<file path="config.mk">
export PLATFORM = sky130hd
export DESIGN_NAME = uart_rx_deserializer_flat
export DESIGN_NICKNAME = d
export VERILOG_FILES = /design/src/rtl/uart_rx_deserializer_if.sv /design/src/rtl/uart_rx_deserializer.sv /design/src/flat_wrapper.sv
export SDC_FILE = /design/constraint.sdc
export NUM_CORES = 1
export LEC_CHECK = 0
export BUFFER_PORTS_ARGS = -buffer_cell sky130_fd_sc_hd__buf_2
export CAP_MARGIN = 20
export CORE_MARGIN = 5
export CORE_UTILIZATION = 50
export DETAILED_ROUTE_END_ITERATION = 8
export PLACE_DENSITY = 0.74
export SLEW_MARGIN = 20
export SYNTH_ARGS = -nofsm -noshare
export SYNTH_HDL_FRONTEND = slang
export SYNTH_SLANG_ARGS = --single-unit
</file>
<file path="constraint.sdc">
create_clock -name CLK -period 3.27 [get_ports CLK]
set_input_delay 0 -clock CLK [delete_from_list [all_inputs] [get_ports CLK]]
set_output_delay 0 -clock CLK [all_outputs]
set_load 0.01 [all_outputs]
</file>
<file path="src/rtl/uart_rx_deserializer_if.sv">
// Byte output channel of the UART receiver.
//   rx_data  : received byte, stable while rx_valid=1
//   rx_valid : rx_data holds an unconsumed byte
//   rx_ready : consumer accepts; transfer on a CLK edge with rx_valid && rx_ready
// master = receiver (byte source), slave = byte consumer.
interface uart_rx_deserializer_if;
   logic [7:0] rx_data;
   logic       rx_valid;
   logic       rx_ready;

   modport master (output rx_data, output rx_valid, input rx_ready);
   modport slave  (input rx_data, input rx_valid, output rx_ready);
endinterface

</file>
<file path="src/rtl/uart_rx_deserializer.sv">
// 8N1 UART receiver: synchronizes the raw serial line, finds the start bit,
// samples each bit at its mid-point and hands good bytes to a one-entry
// valid/ready output buffer. Sticky framing-error and overrun flags.
// Ports:
//   CLK, RST    : clock, synchronous active-high reset
//   serial_in   : asynchronous serial line, idle high
//   rx          : byte channel (rx_data / rx_valid / rx_ready), master side
//   frame_err   : sticky, a stop bit was sampled low
//   overrun     : sticky, a byte completed while the buffer was still full
//   err_clear   : clears both sticky flags (a same-cycle error event wins)
//   busy        : receiver is inside a frame
module uart_rx_deserializer #(
   parameter int CLKS_PER_BIT = 10416,
   parameter int SYNC_STAGES  = 2
) (
   input  logic                     CLK,
   input  logic                     RST,
   input  logic                     serial_in,
   uart_rx_deserializer_if.master   rx,
   output logic                     frame_err,
   output logic                     overrun,
   input  logic                     err_clear,
   output logic                     busy
);

   localparam int            CW      = $clog2(CLKS_PER_BIT);
   localparam logic [CW-1:0] HALF_M1 = CW'(CLKS_PER_BIT / 2 - 1);
   localparam logic [CW-1:0] FULL_M1 = CW'(CLKS_PER_BIT - 1);

   typedef enum logic [1:0] {S_IDLE, S_START, S_DATA, S_STOP} state_t;

   state_t                 state_q, state_d;
   logic [CW-1:0]          cnt_q, cnt_d;
   logic [2:0]             bit_q, bit_d;
   logic [7:0]             shift_q, shift_d;
   logic [SYNC_STAGES-1:0] sync_q, sync_d;
   logic                   armed_q, armed_d;
   logic                   pend_q, pend_d;
   logic [7:0]             data_q, data_d;
   logic                   valid_q, valid_d;
   logic                   fe_q, fe_d;
   logic                   ov_q, ov_d;
   logic                   busy_q, busy_d;
   logic                   s_in;
   logic                   fe_ev, ov_ev;

   assign s_in = sync_q[SYNC_STAGES-1];

   always_comb begin
      state_d = state_q;
      cnt_d   = cnt_q;
      bit_d   = bit_q;
      shift_d = shift_q;
      sync_d  = {sync_q[SYNC_STAGES-2:0], serial_in};
      armed_d = armed_q;
      pend_d  = 1'b0;
      data_d  = data_q;
      valid_d = valid_q;
      fe_ev   = 1'b0;
      ov_ev   = 1'b0;

      case (state_q)
         S_IDLE: begin
            // armed_q drops after a low stop bit so that the still-low line
            // is not mistaken for the next start bit.
            if (s_in) armed_d = 1'b1;
            if (!s_in && armed_q) begin
               state_d = S_START;
               cnt_d   = '0;
               bit_d   = '0;
            end
         end
         S_START: begin
            if (cnt_q == HALF_M1) begin
               cnt_d   = '0;
               state_d = s_in ? S_IDLE : S_DATA;
            end else begin
               cnt_d = cnt_q + CW'(1);
            end
         end
         S_DATA: begin
            if (cnt_q == FULL_M1) begin
               cnt_d   = '0;
               shift_d = {s_in, shift_q[7:1]};
               if (bit_q == 3'd7) state_d = S_STOP;
               else               bit_d   = bit_q + 3'd1;
            end else begin
               cnt_d = cnt_q + CW'(1);
            end
         end
         S_STOP: begin
            if (cnt_q == FULL_M1) begin
               cnt_d   = '0;
               state_d = S_IDLE;
               if (s_in) begin
                  pend_d = 1'b1;
               end else begin
                  fe_ev   = 1'b1;
                  armed_d = 1'b0;
               end
            end else begin
               cnt_d = cnt_q + CW'(1);
            end
         end
         default: state_d = S_IDLE;
      endcase

      // Delivery happens the cycle after the stop sample; shift_q is not
      // touched again until the next frame's first data sample.
      if (pend_q) begin
         if (!valid_q || rx.rx_ready) begin
            data_d  = shift_q;
            valid_d = 1'b1;
         end else begin
            ov_ev = 1'b1;
         end
      end else if (valid_q && rx.rx_ready) begin
         valid_d = 1'b0;
      end

      fe_d   = (fe_q & ~err_clear) | fe_ev;
      ov_d   = (ov_q & ~err_clear) | ov_ev;
      busy_d = (state_d != S_IDLE);
   end

   always_ff @(posedge CLK) begin
      if (RST) begin
         state_q <= S_IDLE;
         cnt_q   <= '0;
         bit_q   <= '0;
         shift_q <= '0;
         sync_q  <= '1;
         armed_q <= 1'b1;
         pend_q  <= 1'b0;
         data_q  <= '0;
         valid_q <= 1'b0;
         fe_q    <= 1'b0;
         ov_q    <= 1'b0;
         busy_q  <= 1'b0;
      end else begin
         state_q <= state_d;
         cnt_q   <= cnt_d;
         bit_q   <= bit_d;
         shift_q <= shift_d;
         sync_q  <= sync_d;
         armed_q <= armed_d;
         pend_q  <= pend_d;
         data_q  <= data_d;
         valid_q <= valid_d;
         fe_q    <= fe_d;
         ov_q    <= ov_d;
         busy_q  <= busy_d;
      end
   end

   assign rx.rx_data  = data_q;
   assign rx.rx_valid = valid_q;
   assign frame_err   = fe_q;
   assign overrun     = ov_q;
   assign busy        = busy_q;

endmodule

</file>
<file path="src/flat_wrapper.sv">
// flat-port wrapper written by rule: the top's interface ports become plain ports
module uart_rx_deserializer_flat 
#(
   parameter int CLKS_PER_BIT = 10416,
   parameter int SYNC_STAGES  = 2
)
  (CLK, RST, serial_in, frame_err, overrun, err_clear, busy, rx_rx_data, rx_rx_valid, rx_rx_ready);
  uart_rx_deserializer_if rx_i ();
  input  logic CLK;
  input  logic RST;
  input  logic serial_in;
  output logic frame_err;
  output logic overrun;
  input  logic err_clear;
  output logic busy;
  output wire logic [$bits(rx_i.rx_data)-1:0] rx_rx_data;
  output wire logic [$bits(rx_i.rx_valid)-1:0] rx_rx_valid;
  input wire logic [$bits(rx_i.rx_ready)-1:0] rx_rx_ready;
  assign rx_rx_data = rx_i.rx_data;
  assign rx_rx_valid = rx_i.rx_valid;
  assign rx_i.rx_ready = rx_rx_ready;
  uart_rx_deserializer #(.CLKS_PER_BIT(CLKS_PER_BIT), .SYNC_STAGES(SYNC_STAGES)) u_core (.CLK(CLK), .RST(RST), .serial_in(serial_in), .rx(rx_i), .frame_err(frame_err), .overrun(overrun), .err_clear(err_clear), .busy(busy));
endmodule
</file>
==> impl_results.html <==
<table>
<tr><th>Metric</th><th>Value</th></tr>
<tr><th colspan="2">Worst setup path</th></tr>
<tr><td>WS Path Type</td><td>register to register</td></tr>
<tr><td>Critical path launch point type</td><td>register</td></tr>
<tr><td>Peak fanout along the critical path</td><td>15</td></tr>
<tr><td>Reg-to-reg critical path startpoint</td><td>u_core.cnt_q[0]</td></tr>
<tr><td>FF-to-FF setup slack</td><td>between 1 and 1.5 ns</td></tr>
<tr><td>Endpoint class of the critical path</td><td>register</td></tr>
<tr><td>Critical path startpoint</td><td>u_core.cnt_q[0]</td></tr>
<tr><td>Arr. time, crit path</td><td>approximately 2.4 ns</td></tr>
<tr><td>Register-to-Register Path Depth</td><td>6</td></tr>
<tr><td>Capture instance of the worst register-to-register path</td><td>u_core.cnt_q[9]</td></tr>
<tr><td>Setup crit end</td><td>u_core.cnt_q[9]</td></tr>
<tr><td>Worst endpoint required time</td><td>approximately 3.5 ns</td></tr>
<tr><th colspan="2">CTS</th></tr>
<tr><td>Setup fix buffers added after clock tree synthesis</td><td>0</td></tr>
<tr><td>Total number of H-tree levels</td><td>2</td></tr>
<tr><td>Clock Pin Slew Worst Setup and Hold Paths</td><td>about 0.08 ns</td></tr>
<tr><td>Worst skew pair latency</td><td>roughly 0.3 ns</td></tr>
<tr><td>CTS tree</td><td>built</td></tr>
<tr><td>Root buf cell</td><td>sky130_fd_sc_hd__clkbuf_8</td></tr>
<tr><td>Maximum buffer depth of the clock tree</td><td>2</td></tr>
<tr><td>Clock net sink count</td><td>43</td></tr>
<tr><td>Number of buffers inserted during clock tree synthesis</td><td>5</td></tr>
<tr><th colspan="2">Timing</th></tr>
<tr><td>Worst setup slack after layout</td><td>1.12 ns</td></tr>
<tr><td>Final Hold Violating Endpoints</td><td>0</td></tr>
<tr><td>Worst slew slack as a fraction of its limit</td><td>56.8%</td></tr>
<tr><td>Setup TNS after final layout</td><td>0 ns</td></tr>
<tr><td>Minimum clock period after layout</td><td>2.15 ns</td></tr>
<tr><td>Final clock period utilization by the worst path</td><td>65.8%</td></tr>
<tr><td>Transition time at the pin with the least slew margin</td><td>approximately 0.65 ns</td></tr>
<tr><td>Final setup violation count</td><td>0</td></tr>
<tr><td>Clk_skew</td><td>about 0.0072 ns</td></tr>
<tr><td>Setup repair after global routing missed its margin</td><td>no</td></tr>
<tr><td>Final max-slew violation count</td><td>0</td></tr>
<tr><td>Max Clock Freq</td><td>~0.46 GHz</td></tr>
<tr><th colspan="2">Floorplan</th></tr>
<tr><td>Starting Density</td><td>51.5%</td></tr>
<tr><td>Count of pins on the block boundary</td><td>17</td></tr>
<tr><td>Die outline height</td><td>about 71 um</td></tr>
<tr><td>DIE AREA</td><td>roughly 0.0051 mm^2</td></tr>
<tr><td>Std-Cell Core Area</td><td>0.00366 mm^2</td></tr>
<tr><td>Width of the die</td><td>71.4 um</td></tr>
<tr><td>Number of cell rows</td><td>22</td></tr>
<tr><th colspan="2">Logic synthesis</th></tr>
<tr><td>Portion of synthesized cell area occupied by the leading cell type</td><td>45.6%</td></tr>
<tr><td>Cells after Synth</td><td>205</td></tr>
<tr><td>Post-synthesis cell type with the largest combined area</td><td>sky130_fd_sc_hd__dfxtp_1</td></tr>
<tr><td>Area contributors post-synth</td><td>sky130_fd_sc_hd__dfxtp_1 (46%), sky130_fd_sc_hd__mux2i_1 (8.5%), sky130_fd_sc_hd__nor2_1 (7.2%)</td></tr>
<tr><td>Main synth FF type</td><td>sky130_fd_sc_hd__dfxtp_1</td></tr>
<tr><td>Synthesized area divided by synthesized cell count</td><td>9.20 um^2</td></tr>
<tr><td>Count of state elements after synthesis</td><td>43</td></tr>
<tr><td>Warnings from Yosys</td><td>0</td></tr>
<tr><td>Cell area after synthesis</td><td>0.00189 mm^2</td></tr>
<tr><td>Most frequent cells after synthesis</td><td>sky130_fd_sc_hd__dfxtp_1 (43), sky130_fd_sc_hd__nor2_1 (36), sky130_fd_sc_hd__nand2_1 (17)</td></tr>
<tr><td>Count leader, synth</td><td>sky130_fd_sc_hd__dfxtp_1</td></tr>
<tr><td>Number of enable flip-flop cells after synthesis</td><td>0</td></tr>
<tr><td>Library cells used by synthesis</td><td>42</td></tr>
<tr><td>Syn_nets</td><td>213</td></tr>
<tr><td>Post-synthesis sequential area ratio</td><td>45.6%</td></tr>
<tr><td>Async SR Flop Fraction</td><td>0%</td></tr>
<tr><th colspan="2">Power and ir drop</th></tr>
<tr><td>Reported net switching power</td><td>roughly 210 uW</td></tr>
<tr><td>Switching part of the total</td><td>23.7%</td></tr>
<tr><td>Total leakage power</td><td>0.000853 uW</td></tr>
<tr><td>Logic pwr share</td><td>3.5%</td></tr>
<tr><td>Internal power component</td><td>686 uW</td></tr>
<tr><td>Pwr dens</td><td>approximately 430 mW/mm^2</td></tr>
<tr><td>Final Total Pwr</td><td>898 uW</td></tr>
<tr><td>Sequential power share</td><td>59.0%</td></tr>
<tr><td>Clock group share of total power</td><td>a little under two fifths</td></tr>
<tr><td>Peak supply drop</td><td>0.000261 V</td></tr>
<tr><th colspan="2">Global route</th></tr>
<tr><td>Global-route wire length before repair</td><td>5910 um</td></tr>
<tr><td>Maximum number of pins on one net before global-route repair</td><td>39</td></tr>
<tr><td>Initial antenna violation count</td><td>0</td></tr>
<tr><td>Number of global-route vias before repair</td><td>about 1.3k</td></tr>
<tr><td>Global-route congestion overflow total</td><td>0</td></tr>
<tr><td>GRT Util Overall</td><td>14.4%</td></tr>
<tr><th colspan="2">Detailed routing</th></tr>
<tr><td>Routed length per placed instance</td><td>between 10 and 15 um</td></tr>
<tr><td>Initial detailed-routing violation count</td><td>81</td></tr>
<tr><td>Drt drc</td><td>0</td></tr>
<tr><td>Via count normalized by instance count</td><td>5.44</td></tr>
<tr><td>Wire length after detailed routing</td><td>between 3000 and 4000 um</td></tr>
<tr><td>DR pass1 iterations</td><td>5</td></tr>
<tr><td>Detailed-route via count</td><td>1473</td></tr>
<tr><td>Number of antenna-violating nets in the routed design</td><td>0</td></tr>
<tr><th colspan="2">Placement</th></tr>
<tr><td>Buffers added on ports</td><td>16</td></tr>
<tr><td>Cell area after placement</td><td>0.00199 mm^2</td></tr>
<tr><td>Cells after DPL</td><td>261</td></tr>
<tr><td>HPWL Detailed</td><td>between 2000 and 2500 um</td></tr>
<tr><td>Setup WS pre-CTS</td><td>1.17 ns</td></tr>
<tr><td>Routability-driven placement congestion ratio</td><td>0.817</td></tr>
<tr><th colspan="2">Final layout</th></tr>
<tr><td>Final std cells w/o fill</td><td>271</td></tr>
<tr><td>Fraction of layout instances using a drive strength above 1</td><td>15.7%</td></tr>
<tr><td>Final design instance area without fill</td><td>between 0.002 and 0.0025 mm^2</td></tr>
<tr><td>Total inserted antenna cells</td><td>0</td></tr>
<tr><td>Area added between synthesis and finish</td><td>11.1%</td></tr>
<tr><td>Number of nets in the final layout</td><td>230</td></tr>
<tr><th colspan="2">Run</th></tr>
<tr><td>Maximum Capacitance Violations</td><td>0</td></tr>
<tr><th colspan="2">Run status</th></tr>
<tr><td>Run status</td><td>completed</td></tr>
<tr><th colspan="2">Worst hold path</th></tr>
<tr><td>Type of the tightest min-delay check</td><td>input pin to register</td></tr>
</table>
## repair_timing
item                                   4_1_cts  5_1_grt
endpoints found under the hold margin        2        0
gates resized for setup                      0        0
hold buffers                                 2        0
## power by group through the flow
stage / Sequential, uW / Combinational (uW) / Clock (uW)
global placement: 543 / 29.9 / 0
floorplan: 541 / 23.8 / 0
CTS: 530 / 31.7 / 348
finish: 530 / 31.5 / 336
detailed placement: 543 / 29.9 / 0
global route: 531 / 36.1 / 369
## critical path, cell delays in order, from the launching register on
cell and delay (ns):
sky130_fd_sc_hd__dfxtp_1 0.36, sky130_fd_sc_hd__ha_1 0.24, sky130_fd_sc_hd__and3b_1 0.18, sky130_fd_sc_hd__and4_1 0.24, sky130_fd_sc_hd__o2bb2ai_2 0.52, sky130_fd_sc_hd__or3b_1 0.40
sky130_fd_sc_hd__a31oi_1 0.15
## routing by layer
layer | track usage (%) | vias to the layer above | wire length, um | part of all wire (%)
met5 | 0 | - | 0 | 0
met4 | 8.77 | 0 | 82 | 2.4
met3 | 3.09 | 7 | 154 | 4.5
met2 | 21.6 | 36 | 1560 | 46
met1 | 18.9 | 683 | 1590 | 47
li1 | - | 747 | - | -
## sequential cells by signal, summed over array words and instances (netlist names)
| signal | flops |
|---|---|
| u_core.frame_err | 1 |
| u_core.rx.rx_data | 8 |
| u_core.armed_q | 1 |
| u_core.pend_q | 1 |
| u_core.rx.rx_valid | 1 |
| u_core.shift_q | 8 |
| u_core.sync_q | 2 |
| u_core.busy | 1 |
| u_core.overrun | 1 |
| u_core.cnt_q | 14 |
| u_core.state_q | 2 |
| u_core.bit_q | 3 |
## kinds of logic (layout without fill, tap and decap cells)
logic type                 after synthesis  after routing  synth area share (%)
AOI/OAI and AO/OA                       24             24                  8.62
xor gates and xnor gates                 6              6                  2.79
adders and majority gates                3              3                  1.99
buffers and inverters                   10             28                  2.45
DFF                                     43             43                  45.6
muxes                                   17             17                  9.08
and+or+nand+nor                        102            102                  29.4
## stage by stage
stage / utilization, % / hold WS (ns)
floorplan: - / 0.104
global placement: 54.3 / 0.188
detailed placement: 54.3 / 0.187
CTS: 57.3 / 0.00869
global route: 57.3 / 0.0584
finish: 57.3 / 0.0214
## worst min path at each step
stage                    from               end  slack [ns]  cells after the start
global route        err_clear  u_core.frame_err        0.06                      4
CTS                 err_clear  u_core.frame_err       0.009                      4
floorplan           serial_in  u_core.sync_q[0]        0.10                      1
finish              err_clear  u_core.frame_err        0.02                      4
global placement    serial_in  u_core.sync_q[0]        0.19                      2
detailed placement  serial_in  u_core.sync_q[0]        0.19                      2
## area by class of cell
| class | instances | area, um^2 |
|---|---|---|
| fill | 345 | 1560 |
| multi-input combinational | 152 | 980 |
| sequential | 43 | 861 |
| timing repair buffer | 18 | 100 |
| clock buffer | 5 | 68.8 |
| tap | 48 | 60.1 |
| clock inverter | 3 | 20.0 |
| inverter | 2 | 7.51 |
## layout by cell type, fill, tap and decap left out, types with 3 or more instances in the layout
| cell | n |
|---|---|
| sky130_fd_sc_hd__xor2_1 | 6 |
| sky130_fd_sc_hd__nand2_1 | 17 |
| sky130_fd_sc_hd__a21oi_1 | 7 |
| sky130_fd_sc_hd__nand2b_1 | 3 |
| sky130_fd_sc_hd__nand3_1 | 10 |
| sky130_fd_sc_hd__dfxtp_1 | 43 |
| sky130_fd_sc_hd__a31oi_1 | 6 |
| sky130_fd_sc_hd__nand3b_1 | 6 |
| sky130_fd_sc_hd__nor2_1 | 36 |
| sky130_fd_sc_hd__clkbuf_8 | 5 |
| sky130_fd_sc_hd__mux2i_1 | 16 |
| sky130_fd_sc_hd__a22oi_1 | 3 |
| sky130_fd_sc_hd__nand4_1 | 3 |
| sky130_fd_sc_hd__buf_2 | 16 |
| sky130_fd_sc_hd__and3_1 | 3 |
| sky130_fd_sc_hd__ha_1 | 3 |
| sky130_fd_sc_hd__o21bai_1 | 3 |
| sky130_fd_sc_hd__or2_2 | 4 |
Power figures use the tool's default switching activity.
